## config.mk

```make
export PLATFORM = sky130hd
export DESIGN_NAME = id_ex_operand_stage_flat
export DESIGN_NICKNAME = d
export VERILOG_FILES = /design/src/rtl/id_ex_operand_stage_pkg.sv /design/src/rtl/id_ex_operand_stage_if.sv /design/src/rtl/id_ex_operand_stage_fwd.sv /design/src/rtl/id_ex_operand_stage.sv /design/src/flat_wrapper.sv
export SDC_FILE = /design/constraint.sdc
export NUM_CORES = 1
export LEC_CHECK = 0
export ABC_AREA = 1
export BUFFER_PORTS_ARGS = -buffer_cell sky130_fd_sc_hd__buf_4
export CAP_MARGIN = 5
export CORE_MARGIN = 4
export CORE_UTILIZATION = 33
export CTS_CLUSTER_SIZE = 28
export DETAILED_ROUTE_END_ITERATION = 8
export GPL_TIMING_DRIVEN = 0
export PLACE_DENSITY = 0.56
export SLEW_MARGIN = 10
export SYNTH_ARGS = -nofsm -noshare
export SYNTH_HDL_FRONTEND = slang
export SYNTH_HIERARCHICAL = 1
export SYNTH_SLANG_ARGS = --single-unit
```

## constraint.sdc

```tcl
create_clock -name clk -period 3.6 [get_ports clk]
set_input_delay 0.72 -clock clk [delete_from_list [all_inputs] [get_ports clk]]
set_output_delay 0.72 -clock clk [all_outputs]
set_load 0.01 [all_outputs]
```

## src/rtl/id_ex_operand_stage_pkg.sv

```systemverilog
// Shared types for the ID/EX operand stage: forwarding select codes and the
// decode control bundle carried into EX.
package id_ex_pkg;

    localparam int REG_ZERO     = 0;
    localparam int ALU_OP_W_PKG = 4;

    typedef enum logic [1:0] {
        FWD_REG,
        FWD_MEM,
        FWD_WB
    } fwd_sel_e;

    typedef struct packed {
        logic                    reg_we;
        logic                    mem_read;
        logic                    mem_write;
        logic [ALU_OP_W_PKG-1:0] alu_op;
    } id_ex_ctrl_t;

endpackage

```

## src/rtl/id_ex_operand_stage_if.sv

```systemverilog
// Pipeline-side bundle for the ID/EX operand stage: decode inputs, register
// file read data, MEM/WB write-back triplets and the EX-side outputs.
interface id_ex_operand_stage_if #(
    parameter int DATA_WIDTH = 32,
    parameter int N_WORDS    = 32,
    parameter int ALU_OP_W   = 4
);
    localparam int AW = $clog2(N_WORDS);

    logic                  id_valid;
    logic [AW-1:0]         id_rs;
    logic [AW-1:0]         id_rt;
    logic [AW-1:0]         id_rd;
    logic                  id_rs_used;
    logic                  id_rt_used;
    logic [DATA_WIDTH-1:0] qs;
    logic [DATA_WIDTH-1:0] qt;
    logic [DATA_WIDTH-1:0] id_imm;
    logic                  id_use_imm;
    logic                  id_reg_we;
    logic                  id_mem_read;
    logic                  id_mem_write;
    logic [ALU_OP_W-1:0]   id_alu_op;
    logic                  flush;
    logic                  mem_reg_we;
    logic [AW-1:0]         mem_rd;
    logic [DATA_WIDTH-1:0] mem_result;
    logic                  wb_reg_we;
    logic [AW-1:0]         wb_rd;
    logic [DATA_WIDTH-1:0] wb_data;

    logic                  stall_id;
    logic                  ex_valid;
    logic [DATA_WIDTH-1:0] ex_a;
    logic [DATA_WIDTH-1:0] ex_b;
    logic [DATA_WIDTH-1:0] ex_store_data;
    logic [AW-1:0]         ex_rd;
    logic                  ex_reg_we;
    logic                  ex_mem_read;
    logic                  ex_mem_write;
    logic [ALU_OP_W-1:0]   ex_alu_op;

    modport master (
        output id_valid, id_rs, id_rt, id_rd, id_rs_used, id_rt_used,
        output qs, qt, id_imm, id_use_imm,
        output id_reg_we, id_mem_read, id_mem_write, id_alu_op,
        output flush, mem_reg_we, mem_rd, mem_result,
        output wb_reg_we, wb_rd, wb_data,
        input  stall_id, ex_valid, ex_a, ex_b, ex_store_data, ex_rd,
        input  ex_reg_we, ex_mem_read, ex_mem_write, ex_alu_op
    );

    modport slave (
        input  id_valid, id_rs, id_rt, id_rd, id_rs_used, id_rt_used,
        input  qs, qt, id_imm, id_use_imm,
        input  id_reg_we, id_mem_read, id_mem_write, id_alu_op,
        input  flush, mem_reg_we, mem_rd, mem_result,
        input  wb_reg_we, wb_rd, wb_data,
        output stall_id, ex_valid, ex_a, ex_b, ex_store_data, ex_rd,
        output ex_reg_we, ex_mem_read, ex_mem_write, ex_alu_op
    );

endinterface

```

## src/rtl/id_ex_operand_stage_fwd.sv

```systemverilog
// EX-side operand forwarding for one source: MEM beats WB beats the captured
// value, and register 0 is never forwarded.
module operand_fwd_mux
    import id_ex_pkg::*;
#(
    parameter int DATA_WIDTH = 32,
    parameter int AW         = 5
) (
    input  logic [AW-1:0]         i_src,
    input  logic [DATA_WIDTH-1:0] i_val,
    input  logic                  i_mem_we,
    input  logic [AW-1:0]         i_mem_rd,
    input  logic [DATA_WIDTH-1:0] i_mem_data,
    input  logic                  i_wb_we,
    input  logic [AW-1:0]         i_wb_rd,
    input  logic [DATA_WIDTH-1:0] i_wb_data,
    output logic [DATA_WIDTH-1:0] o_data,
    output fwd_sel_e              o_sel
);

    logic w_src_nz;
    logic w_mem_hit;
    logic w_wb_hit;

    assign w_src_nz  = (i_src != AW'(REG_ZERO));
    assign w_mem_hit = i_mem_we && (i_mem_rd == i_src) && w_src_nz;
    assign w_wb_hit  = i_wb_we  && (i_wb_rd  == i_src) && w_src_nz;

    always_comb begin
        o_sel  = FWD_REG;
        o_data = i_val;
        if (w_mem_hit) begin
            o_sel  = FWD_MEM;
            o_data = i_mem_data;
        end else if (w_wb_hit) begin
            o_sel  = FWD_WB;
            o_data = i_wb_data;
        end
    end

endmodule

```

## src/rtl/id_ex_operand_stage.sv

```systemverilog
// ID/EX pipeline register behind the register file: same-cycle WB bypass on
// capture, load-use stall with bubble insertion, and MEM/WB forwarding in EX.
module id_ex_operand_stage
    import id_ex_pkg::*;
#(
    parameter int DATA_WIDTH = 32,
    parameter int N_WORDS    = 32,
    parameter int ALU_OP_W   = ALU_OP_W_PKG
) (
    input  logic                clk,
    input  logic                rst_n,
    id_ex_operand_stage_if.slave bus
);

    localparam int AW = $clog2(N_WORDS);

    logic [DATA_WIDTH-1:0] w_rs_cap;
    logic [DATA_WIDTH-1:0] w_rt_cap;
    logic                  w_hz;
    logic [ALU_OP_W-1:0]   w_alu_op_in;
    id_ex_ctrl_t           w_ctrl_in;
    logic [DATA_WIDTH-1:0] w_fwd_a;
    logic [DATA_WIDTH-1:0] w_fwd_b;
    fwd_sel_e              w_sel_a;
    fwd_sel_e              w_sel_b;

    logic                  r_valid;
    id_ex_ctrl_t           r_ctrl;
    logic [AW-1:0]         r_rd;
    logic [AW-1:0]         r_rs;
    logic [AW-1:0]         r_rt;
    logic [DATA_WIDTH-1:0] r_rs_val;
    logic [DATA_WIDTH-1:0] r_rt_val;
    logic [DATA_WIDTH-1:0] r_imm;
    logic                  r_use_imm;

    // The register file writes on the edge, so a read of the register being
    // written this cycle still returns the old value; take wb_data instead.
    assign w_rs_cap = (bus.wb_reg_we && (bus.wb_rd == bus.id_rs) && (bus.id_rs != AW'(REG_ZERO)))
                      ? bus.wb_data : bus.qs;
    assign w_rt_cap = (bus.wb_reg_we && (bus.wb_rd == bus.id_rt) && (bus.id_rt != AW'(REG_ZERO)))
                      ? bus.wb_data : bus.qt;

    assign w_hz = r_valid && r_ctrl.mem_read && (r_rd != AW'(REG_ZERO)) && bus.id_valid &&
                  ((bus.id_rs_used && (bus.id_rs == r_rd)) ||
                   (bus.id_rt_used && (bus.id_rt == r_rd)));

    assign bus.stall_id = w_hz && !bus.flush;

    assign w_alu_op_in = bus.id_alu_op;

    always_comb begin
        w_ctrl_in = '0;
        if (bus.id_valid) begin
            w_ctrl_in.reg_we    = bus.id_reg_we;
            w_ctrl_in.mem_read  = bus.id_mem_read;
            w_ctrl_in.mem_write = bus.id_mem_write;
            w_ctrl_in.alu_op    = w_alu_op_in;
        end
    end

    // Flush and load-use both load a bubble; flush only matters for stall_id.
    always_ff @(posedge clk or negedge rst_n) begin
        if (!rst_n) begin
            r_valid   <= 1'b0;
            r_ctrl    <= '0;
            r_rd      <= '0;
            r_rs      <= '0;
            r_rt      <= '0;
            r_rs_val  <= '0;
            r_rt_val  <= '0;
            r_imm     <= '0;
            r_use_imm <= 1'b0;
        end else if (bus.flush || w_hz) begin
            r_valid   <= 1'b0;
            r_ctrl    <= '0;
            r_rd      <= '0;
            r_rs      <= '0;
            r_rt      <= '0;
            r_rs_val  <= '0;
            r_rt_val  <= '0;
            r_imm     <= '0;
            r_use_imm <= 1'b0;
        end else begin
            r_valid   <= bus.id_valid;
            r_ctrl    <= w_ctrl_in;
            r_rd      <= bus.id_rd;
            r_rs      <= bus.id_rs;
            r_rt      <= bus.id_rt;
            r_rs_val  <= w_rs_cap;
            r_rt_val  <= w_rt_cap;
            r_imm     <= bus.id_imm;
            r_use_imm <= bus.id_use_imm;
        end
    end

    operand_fwd_mux #(.DATA_WIDTH(DATA_WIDTH), .AW(AW)) u_fwd_rs (
        .i_src      (r_rs),
        .i_val      (r_rs_val),
        .i_mem_we   (bus.mem_reg_we),
        .i_mem_rd   (bus.mem_rd),
        .i_mem_data (bus.mem_result),
        .i_wb_we    (bus.wb_reg_we),
        .i_wb_rd    (bus.wb_rd),
        .i_wb_data  (bus.wb_data),
        .o_data     (w_fwd_a),
        .o_sel      (w_sel_a)
    );

    operand_fwd_mux #(.DATA_WIDTH(DATA_WIDTH), .AW(AW)) u_fwd_rt (
        .i_src      (r_rt),
        .i_val      (r_rt_val),
        .i_mem_we   (bus.mem_reg_we),
        .i_mem_rd   (bus.mem_rd),
        .i_mem_data (bus.mem_result),
        .i_wb_we    (bus.wb_reg_we),
        .i_wb_rd    (bus.wb_rd),
        .i_wb_data  (bus.wb_data),
        .o_data     (w_fwd_b),
        .o_sel      (w_sel_b)
    );

    // A forward selected for r0 would mean the zero guard has been lost.
    always_comb begin
        assert (!((r_rs == AW'(REG_ZERO)) && (w_sel_a != FWD_REG)));
        assert (!((r_rt == AW'(REG_ZERO)) && (w_sel_b != FWD_REG)));
    end

    assign bus.ex_valid      = r_valid;
    assign bus.ex_a          = w_fwd_a;
    assign bus.ex_b          = r_use_imm ? r_imm : w_fwd_b;
    assign bus.ex_store_data = w_fwd_b;
    assign bus.ex_rd         = r_rd;
    assign bus.ex_reg_we     = r_ctrl.reg_we;
    assign bus.ex_mem_read   = r_ctrl.mem_read;
    assign bus.ex_mem_write  = r_ctrl.mem_write;
    assign bus.ex_alu_op     = r_ctrl.alu_op;

endmodule

```

## src/flat_wrapper.sv

```systemverilog
// flat-port wrapper written by rule: the top's interface ports become plain ports
module id_ex_operand_stage_flat import id_ex_pkg::*;
#(
    parameter int DATA_WIDTH = 32,
    parameter int N_WORDS    = 32,
    parameter int ALU_OP_W   = ALU_OP_W_PKG
)
  (clk, rst_n, bus_id_valid, bus_id_rs, bus_id_rt, bus_id_rd, bus_id_rs_used, bus_id_rt_used, bus_qs, bus_qt, bus_id_imm, bus_id_use_imm, bus_id_reg_we, bus_id_mem_read, bus_id_mem_write, bus_id_alu_op, bus_flush, bus_mem_reg_we, bus_mem_rd, bus_mem_result, bus_wb_reg_we, bus_wb_rd, bus_wb_data, bus_stall_id, bus_ex_valid, bus_ex_a, bus_ex_b, bus_ex_store_data, bus_ex_rd, bus_ex_reg_we, bus_ex_mem_read, bus_ex_mem_write, bus_ex_alu_op);
  id_ex_operand_stage_if #(.DATA_WIDTH(DATA_WIDTH), .N_WORDS(N_WORDS), .ALU_OP_W(ALU_OP_W)) bus_i ();
  input  logic clk;
  input  logic rst_n;
  input wire logic [$bits(bus_i.id_valid)-1:0] bus_id_valid;
  input wire logic [$bits(bus_i.id_rs)-1:0] bus_id_rs;
  input wire logic [$bits(bus_i.id_rt)-1:0] bus_id_rt;
  input wire logic [$bits(bus_i.id_rd)-1:0] bus_id_rd;
  input wire logic [$bits(bus_i.id_rs_used)-1:0] bus_id_rs_used;
  input wire logic [$bits(bus_i.id_rt_used)-1:0] bus_id_rt_used;
  input wire logic [$bits(bus_i.qs)-1:0] bus_qs;
  input wire logic [$bits(bus_i.qt)-1:0] bus_qt;
  input wire logic [$bits(bus_i.id_imm)-1:0] bus_id_imm;
  input wire logic [$bits(bus_i.id_use_imm)-1:0] bus_id_use_imm;
  input wire logic [$bits(bus_i.id_reg_we)-1:0] bus_id_reg_we;
  input wire logic [$bits(bus_i.id_mem_read)-1:0] bus_id_mem_read;
  input wire logic [$bits(bus_i.id_mem_write)-1:0] bus_id_mem_write;
  input wire logic [$bits(bus_i.id_alu_op)-1:0] bus_id_alu_op;
  input wire logic [$bits(bus_i.flush)-1:0] bus_flush;
  input wire logic [$bits(bus_i.mem_reg_we)-1:0] bus_mem_reg_we;
  input wire logic [$bits(bus_i.mem_rd)-1:0] bus_mem_rd;
  input wire logic [$bits(bus_i.mem_result)-1:0] bus_mem_result;
  input wire logic [$bits(bus_i.wb_reg_we)-1:0] bus_wb_reg_we;
  input wire logic [$bits(bus_i.wb_rd)-1:0] bus_wb_rd;
  input wire logic [$bits(bus_i.wb_data)-1:0] bus_wb_data;
  output wire logic [$bits(bus_i.stall_id)-1:0] bus_stall_id;
  output wire logic [$bits(bus_i.ex_valid)-1:0] bus_ex_valid;
  output wire logic [$bits(bus_i.ex_a)-1:0] bus_ex_a;
  output wire logic [$bits(bus_i.ex_b)-1:0] bus_ex_b;
  output wire logic [$bits(bus_i.ex_store_data)-1:0] bus_ex_store_data;
  output wire logic [$bits(bus_i.ex_rd)-1:0] bus_ex_rd;
  output wire logic [$bits(bus_i.ex_reg_we)-1:0] bus_ex_reg_we;
  output wire logic [$bits(bus_i.ex_mem_read)-1:0] bus_ex_mem_read;
  output wire logic [$bits(bus_i.ex_mem_write)-1:0] bus_ex_mem_write;
  output wire logic [$bits(bus_i.ex_alu_op)-1:0] bus_ex_alu_op;
  assign bus_i.id_valid = bus_id_valid;
  assign bus_i.id_rs = bus_id_rs;
  assign bus_i.id_rt = bus_id_rt;
  assign bus_i.id_rd = bus_id_rd;
  assign bus_i.id_rs_used = bus_id_rs_used;
  assign bus_i.id_rt_used = bus_id_rt_used;
  assign bus_i.qs = bus_qs;
  assign bus_i.qt = bus_qt;
  assign bus_i.id_imm = bus_id_imm;
  assign bus_i.id_use_imm = bus_id_use_imm;
  assign bus_i.id_reg_we = bus_id_reg_we;
  assign bus_i.id_mem_read = bus_id_mem_read;
  assign bus_i.id_mem_write = bus_id_mem_write;
  assign bus_i.id_alu_op = bus_id_alu_op;
  assign bus_i.flush = bus_flush;
  assign bus_i.mem_reg_we = bus_mem_reg_we;
  assign bus_i.mem_rd = bus_mem_rd;
  assign bus_i.mem_result = bus_mem_result;
  assign bus_i.wb_reg_we = bus_wb_reg_we;
  assign bus_i.wb_rd = bus_wb_rd;
  assign bus_i.wb_data = bus_wb_data;
  assign bus_stall_id = bus_i.stall_id;
  assign bus_ex_valid = bus_i.ex_valid;
  assign bus_ex_a = bus_i.ex_a;
  assign bus_ex_b = bus_i.ex_b;
  assign bus_ex_store_data = bus_i.ex_store_data;
  assign bus_ex_rd = bus_i.ex_rd;
  assign bus_ex_reg_we = bus_i.ex_reg_we;
  assign bus_ex_mem_read = bus_i.ex_mem_read;
  assign bus_ex_mem_write = bus_i.ex_mem_write;
  assign bus_ex_alu_op = bus_i.ex_alu_op;
  id_ex_operand_stage #(.DATA_WIDTH(DATA_WIDTH), .N_WORDS(N_WORDS), .ALU_OP_W(ALU_OP_W)) u_core (.clk(clk), .rst_n(rst_n), .bus(bus_i));
endmodule
```

==> key figures <==
Route
  – Met1 wire length: 13.6 mm
  – DR WL met3: 2.28 mm
  – Post-route DRC: 0
  – WL final: 32.0 mm
  – Avg WL per Cell: roughly 16 um
  – Uppermost routed layer: met4
  – Final antenna-violating net count: 0
  – 1st-iter DRT viols: 545
  – Metal2 WL: between 15 and 20 mm
  – First-pass detailed-route iteration total: 5
  – Vias per cell: 4.57
  – Routed via count: 9016

Timing
  – Worst clock skew: roughly 0.013 ns
  – Fin. max-slew vios: 0
  – Final Hold Slack: 0.298 ns
  – Worst relative slew slack: 0.561
  – Maximum clock rate: about 320 MHz
  – RSZ-0062 raised after global routing: false
  – Fin. Hold Viols: 0
  – Tightest Pin Transition: 0.658 ns
  – Count of final setup violators: 0
  – TNS Setup: 0 ns
  – Tcrit/Tclk final: 0.856
  – Post-layout min period: ~3 ns

Synth
  – Yosys warnings: 6
  – Syn_nets: approximately 1500
  – Post-Synthesis Cells: about 1300
  – Syn Std Cell Area: 8410 um2
  – Mean post-synth cell area: between 6 and 7 um2

Worst setup path
  – Setup crit end kind: output port
  – Worst r2r path cells: 11
  – Critical path startpoint category: flop
  – FF-to-FF setup slack: 1.82 ns
  – Worst R2R End: u_core/r_rs_val[30]
  – Worst setup startpoint: u_core/r_rt[3]
  – Worst Path Max Fanout: 10
  – Worst EP arrival: 2.36 ns
  – WS Path Type: flop to output port
  – R2R Path Start: u_core/bus.ex_rd[1]
  – Required time worst endpoint: between 2 and 3 ns

Floorplan
  – IO Count: 311
  – DIE HEIGHT: between 150 and 200 um
  – Core box area: 25100 um2
  – Initial Util: 0.335
  – Row count: slightly below 60
  – DIE WIDTH: about 170 um
  – Die area: 28100 um2

Placement
  – Final HPWL DP: 24.0 mm
  – GPL Wtd Cong: 0.842
  – IO Port Bufs: 309

Clock tree
  – # resized after CTS: 0
  – Worst-path clk slew: 0.06 ns
  – CTS tree: yes
  – Clock net sink count: 120
  – CTS root buf: clkbuf_16
  – CTS Buf Count: 17
  – CTS H-Tree Depth: 4
  – Post-CTS Setup Inserts: 0
  – Clock Latency Late Sink: 0.42 ns
  – Maximum clock path buffer count: 2
  – Hold bufs inserted after CTS: 0

Power
  – Worst VDD drop: approximately 0.00028 V
  – Pwr dens: roughly 360 nW/um2
  – Leakage: around 0.0072 uW

Layout
  – FILL cells: 2668
  – Layout cells sized above 1: 0.293
  – Number of diodes: 0
  – Area growth syn-to-layout: 40.3%
  – Final #Nets: roughly 1800

Hold path
  – Hold Crit Class: input port to async pin

Job
  – Max capacitance violation total: 0

Global route
  – Grt ovf: 0
  – Initial antenna violation count: 0
  – Total GRT Usage: 0.222
  – Pin count of the biggest net entering global routing: 66
  – Vias in the first global route: 8732
  – Global-route wire length before repair: 48.9 mm

Run status
  – Status: finished clean
per-layer routing:
layer	global-route usage	vias to the layer above
met1	0.285	4112
met2	0.382	345
li1	-	4527
met4	0.0628	0
met3	0.0434	32
met5	0	-
placed cells by master (no fill, tap or decap), drive strengths merged:
master and instances:
nand3 170, o21ai 6, bufinv 4, nor2 152
buf 371, xor2 1, xnor2 7, mux2 32
inv 280, or2 4, nand4 36, a21boi 1
a21oi 2, clkinv 7, dfrtp 120, nand2 421
clkbuf 25, clkinvlp 4
worst max-delay path, stage by stage (launching register included):
cell and delay, ns:
dfrtp_1 0.41, inv_2 0.08, nor2_1 0.04, nor2_1 0.11, nand2_2 0.08, nor2_4 0.24, buf_4 0.26, nand3_1 0.08
nand3_1 0.11, nand2_1 0.10, mux2_1 0.29, buf_4 0.15
cell type report:
type / count / area (um2) / share of cell area
plain buffers: 69 / 490 / 0.0416
clock buffers: 17 / 425 / 0.0361
clock inverters: 15 / 200 / 0.0170
inverters: 280 / 1060 / 0.0895
multi-input cells: 832 / 3860 / 0.327
flip-flops and latches: 120 / 3000 / 0.255
well taps: 330 / 413 / 0.0350
repair buffers: 310 / 2350 / 0.199
how the worst max path moves through the flow:
| stage | end | slack, ns | cells after the start |
|---|---|---|---|
| 2_1_floorplan | bus_ex_b[10] | 1.03 | 9 |
| 3_3_place_gp | bus_ex_b[28] | 0.52 | 11 |
| 3_5_place_dp | bus_ex_b[28] | 0.53 | 11 |
| 4_1_cts | bus_ex_b[28] | 0.49 | 11 |
| 5_1_grt | bus_ex_b[16] | 0.39 | 11 |
| 6_report | bus_ex_b[28] | 0.52 | 11 |
sequential cells by signal, indices dropped and copies added (netlist names), 4 cells and up:
| name | cells |
|---|---|
| u_core/r_rs_val | 32 |
| u_core/r_rs | 5 |
| u_core/bus.ex_alu_op | 4 |
| u_core/r_rt | 5 |
| u_core/r_imm | 32 |
| u_core/r_rt_val | 32 |
| u_core/bus.ex_rd | 5 |
power breakdown:
part / internal (uW) / leakage (uW) / total [uW] / switching [uW]
logic: 438 / 0.00538 / 969 / 531
clock network: 1160 / 0.000296 / 1850 / 688
registers: 1420 / 0.00155 / 1440 / 24.3
through the flow:
stage | cell area [um2] | instances | util | total power (uW) | worst slack (ns)
floorplan | 8410 | 1301 | - | 1920 | 1.03
global placement | 11100 | 1940 | 0.444 | 2430 | 0.522
detailed placement | 11200 | 1941 | 0.445 | 2450 | 0.526
CTS | 11800 | 1973 | 0.470 | 4310 | 0.487
global route | 11800 | 1973 | 0.470 | 4470 | 0.386
finish | 11800 | 1973 | 0.470 | 4260 | 0.518
Note: power is estimated with default switching activity, not from simulation.
